`src/rtl/c3lib_gray_codec_pipe.sv`:
```
`default_nettype none
// ============================================================================
// Module      : c3lib_gray_codec_pipe
// Description : Pipelined multi-channel Gray/binary converter with valid/ready
//               flow control and a sticky per-channel Gray single-step checker.
//               Mode 0 decodes Gray to binary with the XOR prefix chain split
//               across STAGES register slices. Mode 1 encodes binary to Gray.
//               Each beat carries its own mode through the pipe.
// Ports       : clk, rst_n (async assert, active low)
//               in_valid/in_ready/in_mode/data_in   - input beat
//               out_valid/out_ready/out_mode/data_out - converted beat
//               err_clr  - synchronous clear of step_err
//               step_err - sticky per-channel Gray step violation
// Revision    : 1.0 - initial release
// ============================================================================
module c3lib_gray_codec_pipe #(
    parameter int WIDTH  = 8,
    parameter int NUM_CH = 1,
    parameter int STAGES = 1
) (
    input  logic                    clk,
    input  logic                    rst_n,
    input  logic                    in_valid,
    output logic                    in_ready,
    input  logic                    in_mode,
    input  logic [NUM_CH*WIDTH-1:0] data_in,
    output logic                    out_valid,
    input  logic                    out_ready,
    output logic                    out_mode,
    output logic [NUM_CH*WIDTH-1:0] data_out,
    input  logic                    err_clr,
    output logic [NUM_CH-1:0]       step_err
);

    localparam int c_DATA_W = NUM_CH * WIDTH;
    // Prefix levels resolved per slice; STAGES * c_LVL >= WIDTH always.
    localparam int c_LVL    = (WIDTH + STAGES - 1) / STAGES;

    // ------------------------------------------------------------------------
    // Conversion helpers
    // ------------------------------------------------------------------------
    function automatic logic [WIDTH-1:0] f_bin2gray(input logic [WIDTH-1:0] b);
        return b ^ (b >> 1);
    endfunction

    // Resolves Gray bits [hi:lo] of a partially decoded word. Every bit above
    // hi is already binary, so each bit is the binary bit above it XOR its own
    // Gray bit. The MSB is identical in both codes and is never touched.
    function automatic logic [WIDTH-1:0] f_g2b_slice(
        input logic [WIDTH-1:0] d,
        input int               lo,
        input int               hi
    );
        logic [WIDTH-1:0] r;
        r = d;
        for (int i = WIDTH - 2; i >= 0; i--) begin
            if (i >= lo && i <= hi) begin
                r[i] = r[i + 1] ^ d[i];
            end
        end
        return r;
    endfunction

    // ------------------------------------------------------------------------
    // Pipeline slices
    // ------------------------------------------------------------------------
    logic [c_DATA_W-1:0] r_data      [STAGES];
    logic [STAGES-1:0]   r_valid;
    logic [STAGES-1:0]   r_mode;

    logic [c_DATA_W-1:0] w_stage_out [STAGES];
    logic [STAGES-1:0]   w_vin;
    logic [STAGES-1:0]   w_min;
    logic                w_stall;

    // Global stall: the whole pipe freezes while the output beat is refused.
    assign w_stall  = r_valid[STAGES-1] && !out_ready;
    assign in_ready = !w_stall;

    for (genvar k = 0; k < STAGES; k++) begin : g_stage
        localparam int c_HI     = WIDTH - 1 - k * c_LVL;
        localparam int c_LO_RAW = WIDTH - (k + 1) * c_LVL;
        localparam int c_LO     = (c_LO_RAW > 0) ? c_LO_RAW : 0;

        logic [c_DATA_W-1:0] w_din;
        logic                w_vld;
        logic                w_md;
        logic [c_DATA_W-1:0] w_conv;

        if (k == 0) begin : g_head
            assign w_din = data_in;
            assign w_vld = in_valid;
            assign w_md  = in_mode;
        end else begin : g_body
            assign w_din = r_data[k-1];
            assign w_vld = r_valid[k-1];
            assign w_md  = r_mode[k-1];
        end

        // Mode 1 needs a single XOR level, done entirely in the first slice;
        // later slices pass mode-1 beats through untouched.
        always_comb begin
            w_conv = w_din;
            for (int c = 0; c < NUM_CH; c++) begin
                if (!w_md) begin
                    w_conv[c*WIDTH +: WIDTH] =
                        f_g2b_slice(w_din[c*WIDTH +: WIDTH], c_LO, c_HI);
                end else if (k == 0) begin
                    w_conv[c*WIDTH +: WIDTH] = f_bin2gray(w_din[c*WIDTH +: WIDTH]);
                end
            end
        end

        assign w_stage_out[k] = w_conv;
        assign w_vin[k]       = w_vld;
        assign w_min[k]       = w_md;
    end

    // Bubbles advance with the pipe and are never collapsed; slice data is
    // loaded regardless of valid since it is qualified by the valid bits.
    always_ff @(posedge clk or negedge rst_n) begin
        if (!rst_n) begin
            r_valid <= '0;
            r_mode  <= '0;
            for (int k = 0; k < STAGES; k++) begin
                r_data[k] <= '0;
            end
        end else if (!w_stall) begin
            r_valid <= w_vin;
            r_mode  <= w_min;
            for (int k = 0; k < STAGES; k++) begin
                r_data[k] <= w_stage_out[k];
            end
        end
    end

    assign out_valid = r_valid[STAGES-1];
    assign out_mode  = r_mode[STAGES-1];
    assign data_out  = r_data[STAGES-1];

    // ------------------------------------------------------------------------
    // Gray single-step checker (input side, independent of pipeline depth)
    // ------------------------------------------------------------------------
    logic                w_accept;
    logic [c_DATA_W-1:0] r_prev;
    logic                r_primed;
    logic [NUM_CH-1:0]   r_step_err;
    logic [NUM_CH-1:0]   w_viol;
    logic [WIDTH-1:0]    w_diff;

    assign w_accept = in_valid && in_ready;

    // More than one bit changed <=> diff has a set bit after clearing its
    // lowest set bit.
    always_comb begin
        w_viol = '0;
        w_diff = '0;
        for (int c = 0; c < NUM_CH; c++) begin
            w_diff    = data_in[c*WIDTH +: WIDTH] ^ r_prev[c*WIDTH +: WIDTH];
            w_viol[c] = w_accept && !in_mode && r_primed &&
                        ((w_diff & (w_diff - WIDTH'(1))) != '0);
        end
    end

    always_ff @(posedge clk or negedge rst_n) begin
        if (!rst_n) begin
            r_prev     <= '0;
            r_primed   <= 1'b0;
            r_step_err <= '0;
        end else begin
            // A new violation overrides a simultaneous clear.
            r_step_err <= (r_step_err & ~{NUM_CH{err_clr}}) | w_viol;
            if (w_accept) begin
                if (in_mode) begin
                    r_primed <= 1'b0;
                end else begin
                    r_primed <= 1'b1;
                    r_prev   <= data_in;
                end
            end
        end
    end

    assign step_err = r_step_err;

endmodule
`default_nettype wire
```
`config.mk`:
```
export PLATFORM = sky130hd
export DESIGN_NAME = c3lib_gray_codec_pipe
export DESIGN_NICKNAME = d
export VERILOG_FILES = /design/src/rtl/c3lib_gray_codec_pipe.sv
export SDC_FILE = /design/constraint.sdc
export NUM_CORES = 1
export LEC_CHECK = 0
export BUFFER_PORTS_ARGS = -buffer_cell sky130_fd_sc_hd__buf_4
export CORE_UTILIZATION = 30
export CTS_CLUSTER_DIAMETER = 30
export DETAILED_ROUTE_END_ITERATION = 6
export SYNTH_ARGS = -nofsm -noshare
export SYNTH_HDL_FRONTEND = slang
export SYNTH_SLANG_ARGS = --single-unit
export TNS_END_PERCENT = 10
```
`constraint.sdc`:
```
create_clock -name clk -period 2.1 [get_ports clk]
set_input_delay 0.21 -clock clk [delete_from_list [all_inputs] [get_ports clk]]
set_output_delay 0.21 -clock clk [all_outputs]
set_load 0.03 [all_outputs]
```
==> reports/metrics.cfg, run 1 <==
[detailed_routing]
vias=768
final_antenna_net_count=0
routedWlPerCell_um=11.3
viasPerCell=4.41
firstDrtPassIters=4
drc=0
wl_um=1960
drt_iter0_drc=27

[floorplanning]
initial_core_util_pct=31.7
fp.dieH_um=61.6
io_pins=26
die_w_um=61.6
coreArea_mm2=0.00336
fp.dieArea_mm2=0.00380
row_count=21

[worst_setup_path]
r2r_end=r_prev[5]
r2r_slack_ps=430
crit_end=r_prev[5]
crit_buf_inv=1
r2r_start=out_valid
cp.depth=4
crit_arrival_ps=1850
startpoint=out_valid
worstSetupPathType=flop to flop
slowest_delay_ps=430
critPathSlowestCell=nand3b_1
path_cells=nor2b_1 -> clkinv_2 -> nand3b_1 -> mux2_2
startpoint_type=flop
crit_required_ps=2280
reg2reg_depth=4
cp-end-kind=flop
worst_path_dominant_cell_family=simple AND/OR/NAND/NOR gates
crit_fanout=11

[sta]
period_minus_slack_ps=1670
slew_viol_final=0
final-setup-viol-count=0
hold_viol=0
setup_tns_ps=0
fin_crit_sh_pct=79.3
rsz0062_at_grt=false
clock.fmax_mhz=600
worst_pin_slew_ps=517
relSlewSlack_pct=65.4
fin_skew_ps=1.68

[power_and_ir_drop]
p_leak_uw=0.000595
irDropWorstVdd_mv=0.363
power.density_mw_per_mm2=774
power_uw=1030

[place]
place.gp.congestion=0.732
dpl.hpwl_um=1530
dp_cells=170
port_buffers=25

[yosys]
netlist_area_mm2=0.00107
synth-main-ff-cell=dfrtp_1
yosysSeqAreaShare_pct=46.9
synth_edf_count=0
syn_avg_cell_area_um2=10.3
ys_ff_latch=20
async_flop_share_pct=100
yosysUniqueCellTypes=24
synth_fp_nets=117
ys_warn_count=0
synth_cells=103

[final_layout]
area_growth_pct=25.0
multi_input_area_um2=538
fin_nets=144
regArea_um2=500
layout_common_cells=buf_4 (26), dfrtp_1 (20), nand2_1 (17), xor2_1 (12), mux2_2 (8)
antenna_cells=0
layout_commonest_cell=buf_4
fill_cells=376
final-instance-count-excl-fill=174
drive_gt1_share_pct=31.3

[grt]
grt_use_total_pct=11.3
grt_pass1_wl_um=3040
grt_max_degree=21
grt_antenna_before_repair=0
overflow=0
grt_pass1_vias=703

[clocking]
cts_tree=yes
cts_made_buffers=3
insertion_delay_ps=290
cts_sinks=20
clkTransAtPathRegs_ps=100
clockRootBuffer=clkbuf_4
post_cts_buffers=0
cts_buffer_depth=2
htreeDepth=1

[min_path]
min_path_type=input pin to flop

[flow_run]
cap_viol_max_count=0

[status]
outcome=completed

## layer usage
layer  global-route usage [%]  vias up  share of wire, %
li1                         -      395                 -
met1                     13.5      357                47
met2                     18.9       16                49
met3                     3.78        0               4.3
met4                     3.81        0                 0
met5                        0        -                 0
## through the flow
step | hold WS, ps | setup WS (ps) | instance area (um^2) | utilization (%)
floorplan | -85.6 | 165 | 1070 | -
global placement | 102 | 426 | 1300 | 38.7
detailed placement | 106 | 392 | 1300 | 38.7
CTS | 129 | 410 | 1330 | 39.6
global route | 122 | 294 | 1330 | 39.6
finish | 136 | 434 | 1330 | 39.6
## what timing repair did
action                    4_1_cts  5_1_grt
hold endpoints to repair       20        0
resized for setup               0        0
hold buffers                    1        0
## cells in the mapped netlist (all sizes together), types with 2 or more instances
cell type   n  area [um^2]
nor4        2         12.5
dfrtp      20          500
xor2       12          105
nor2b       3         18.8
clkbuf      4         15.0
a21oi       3         15.0
o21ai       7         35.0
nand2      17         63.8
xnor2       8         77.6
mux2        8         90.1
nor2        3         11.3
nand2b      2         12.5
a211oi      4         30.0
## final cells by class
| cell class | count | area share (%) |
|---|---|---|
| clock buffer | 3 | 1.69 |
| inverter | 2 | 0.657 |
| multi-input combinational | 76 | 40.4 |
| sequential | 20 | 37.6 |
| tap | 46 | 4.32 |
| timing repair buffer | 27 | 15.4 |
## state kept, by name (all words and copies together) (netlist names)
name / flops
data_out: 8
out_mode: 1
out_valid: 1
r_prev: 8
r_primed: 1
step_err: 1
## kinds of logic (layout without fill, tap and decap cells)
logic type / Yosys count / after routing / synth area share (%)
muxes: 8 / 8 / 8.45
buffers and inverters: 7 / 32 / 2.58
and+or+nand+nor: 31 / 31 / 13.7
AOI/OAI and AO/OA: 16 / 16 / 9.04
DFF: 20 / 20 / 46.9
xor gates and xnor gates: 21 / 21 / 19.2
## report_power, final
group / switching [uW] / internal, uW
Sequential: 36.5 / 452
Clock: 107 / 66.7
Combinational: 206 / 164
## worst min path at each step
stage | startpoint | end | cells past startpoint
after CTS | in_valid | out_valid | 2
after global placement | rst_n | r_primed | 1
after global routing | in_valid | out_valid | 2
after floorplan | rst_n | data_out[0] | 0
after detailed placement | rst_n | step_err | 1
final | in_valid | out_valid | 2
No activity file was read; power rests on OpenSTA's default activity.
==> run 2, diff against run 1 <==
==> constraint.sdc (replaced) <==
create_clock -name clk -period 1.35 [get_ports clk]
set_input_delay 0.135 -clock clk [delete_from_list [all_inputs] [get_ports clk]]
set_output_delay 0.135 -clock clk [all_outputs]
set_load 0.03 [all_outputs]
==> reports/metrics.cfg, run 2 (synthesis results as in run 1) <==
[detailed_routing]
firstDrtPassIters=4
wl_um=2430
final_antenna_net_count=0
routedWlPerCell_um=12.5
drc=0
drt_iter0_drc=15
viasPerCell=4.45
vias=863

[worst_setup_path]
critPathSlowestCell=dfrtp_1
reg2reg_depth=5
crit_fanout=2
path_cells=xor2_1 -> nor4_2 -> nand2_1 -> a211oi_2 -> o41ai_1
startpoint=r_prev[2]
r2r_slack_ps=-60
worst_path_dominant_cell_family=simple AND/OR/NAND/NOR gates
crit_arrival_ps=1620
cp-end-kind=flop
startpoint_type=flop
slowest_delay_ps=410
crit_required_ps=1560
r2r_end=step_err
crit_buf_inv=0
worstSetupPathType=flop to flop
r2r_start=r_prev[2]

[sta]
fin_crit_sh_pct=104
clock.fmax_mhz=710
hold_viol=0
final-setup-viol-count=1
rsz0062_at_grt=true
finalWorstSetupSlack_ps=-57.6
relSlewSlack_pct=78.6
period_minus_slack_ps=1410
fin_skew_ps=7.98
timing.hold.ws_ps=43.3
slew_viol_final=0
worst_pin_slew_ps=320

[flow_run]
cap_viol_max_count=0

[clocking]
htreeDepth=1
clkTransAtPathRegs_ps=130
cts_made_buffers=3
insertion_delay_ps=310
clockRootBuffer=clkbuf_4
cts_buffer_depth=2
cts_sinks=20
cts_tree=yes

[final_layout]
layout_common_cells=buf_4 (42), dfrtp_1 (19), nand2_1 (17), xor2_1 (12), mux2_4 (8)
fin_nets=163
regArea_um2=502
layout_commonest_cell=buf_4
antenna_cells=0
multi_input_area_um2=592
drive_gt1_share_pct=43.9
area_growth_pct=47.1
fill_cells=345

[floorplanning]
initial_core_util_pct=31.7
row_count=21
io_pins=26
fp.dieH_um=61.6
coreArea_mm2=0.00336
fp.dieArea_mm2=0.00380
die_w_um=61.6

[grt]
grt_pass1_wl_um=4070
grt_use_total_pct=15.4
grt_pass1_vias=846
grt_max_degree=21
grt_antenna_before_repair=0
overflow=0

[status]
violations=setup timing
outcome=finished, violations left

[place]
place.gp.congestion=0.768
port_buffers=25
dpl.hpwl_um=1800

[power_and_ir_drop]
power_uw=1870
irDropWorstVdd_mv=0.572
p_leak_uw=0.000751
power.density_mw_per_mm2=1190

[min_path]
hold_depth=2
min_path_type=input pin to flop
min_to=out_valid
hp-start=in_valid

[run 2: changes by cell type in the layout (fill, tap and decap cells not counted), sizes merged]
cell,previous run,this run
buf,26,45
clkbuf,3,4
[run 2: worst max-delay path by stage]
stage / endpoint / slack (ps) / depth (start not counted)
after floorplan: r_prev[0] / -180 / 5
after global placement: data_out[0] / -160 / 6
after detailed placement: data_out[0] / -210 / 6
after CTS: step_err / -70 / 5
after global routing: step_err / -170 / 5
final: step_err / -60 / 5
[run 2: layout make-up]
cell class / count / share of cell area, %
Clock buffer: 4 / 2.31
Timing Repair Buffer: 46 / 23.5
Inverter: 2 / 0.798
Sequential cell: 20 / 32.0
Multi-Input combinational cell: 76 / 37.7
Tap cell: 46 / 3.67
[run 2: worst register-to-register path, stage by stage (launching register included)]
cell and delay (ps):
dfrtp_1 410, xor2_1 170, nor4_2 310, nand2_1 150, a211oi_2 190, o41ai_1 80
[run 2: metrics by stage]
stage / worst slack [ps] / setup TNS, ps / cells / util (%) / cell area (um^2)
after floorplan: -184 / -1630 / 103 / - / 1110
after global placement: -161 / -339 / 186 / 43.8 / 1470
after detailed placement: -206 / -473 / 186 / 43.8 / 1470
after CTS: -74.3 / -74.3 / 193 / 46.4 / 1560
after global routing: -166 / -379 / 194 / 46.6 / 1570
final: -57.6 / -57.6 / 194 / 46.6 / 1570
[run 2: metal layers]
layer	vias to the layer above	GRT usage, %	share of wire [%]
met5	-	0	0
met4	0	4.76	1.2
met3	4	4.62	5.1
met2	22	24.3	46
met1	404	20.4	48
li1	433	-	-
[run 2: where the power goes]
group	internal, uW	total [uW]	switching (uW)
sequential	703	767	63.8
clock	165	367	202
combinational	370	740	369
total	1240	1870	635
[run 2: timing repair]
action | CTS | global route
hold endpoints to repair | 20 | 0
setup endpoints to repair | 3 | 10
buffers inserted | 2 | 1
resized for setup | 6 | 0
pin swaps | 4 | 3
cloned | 0 | 0
hold buffers | 1 | 0
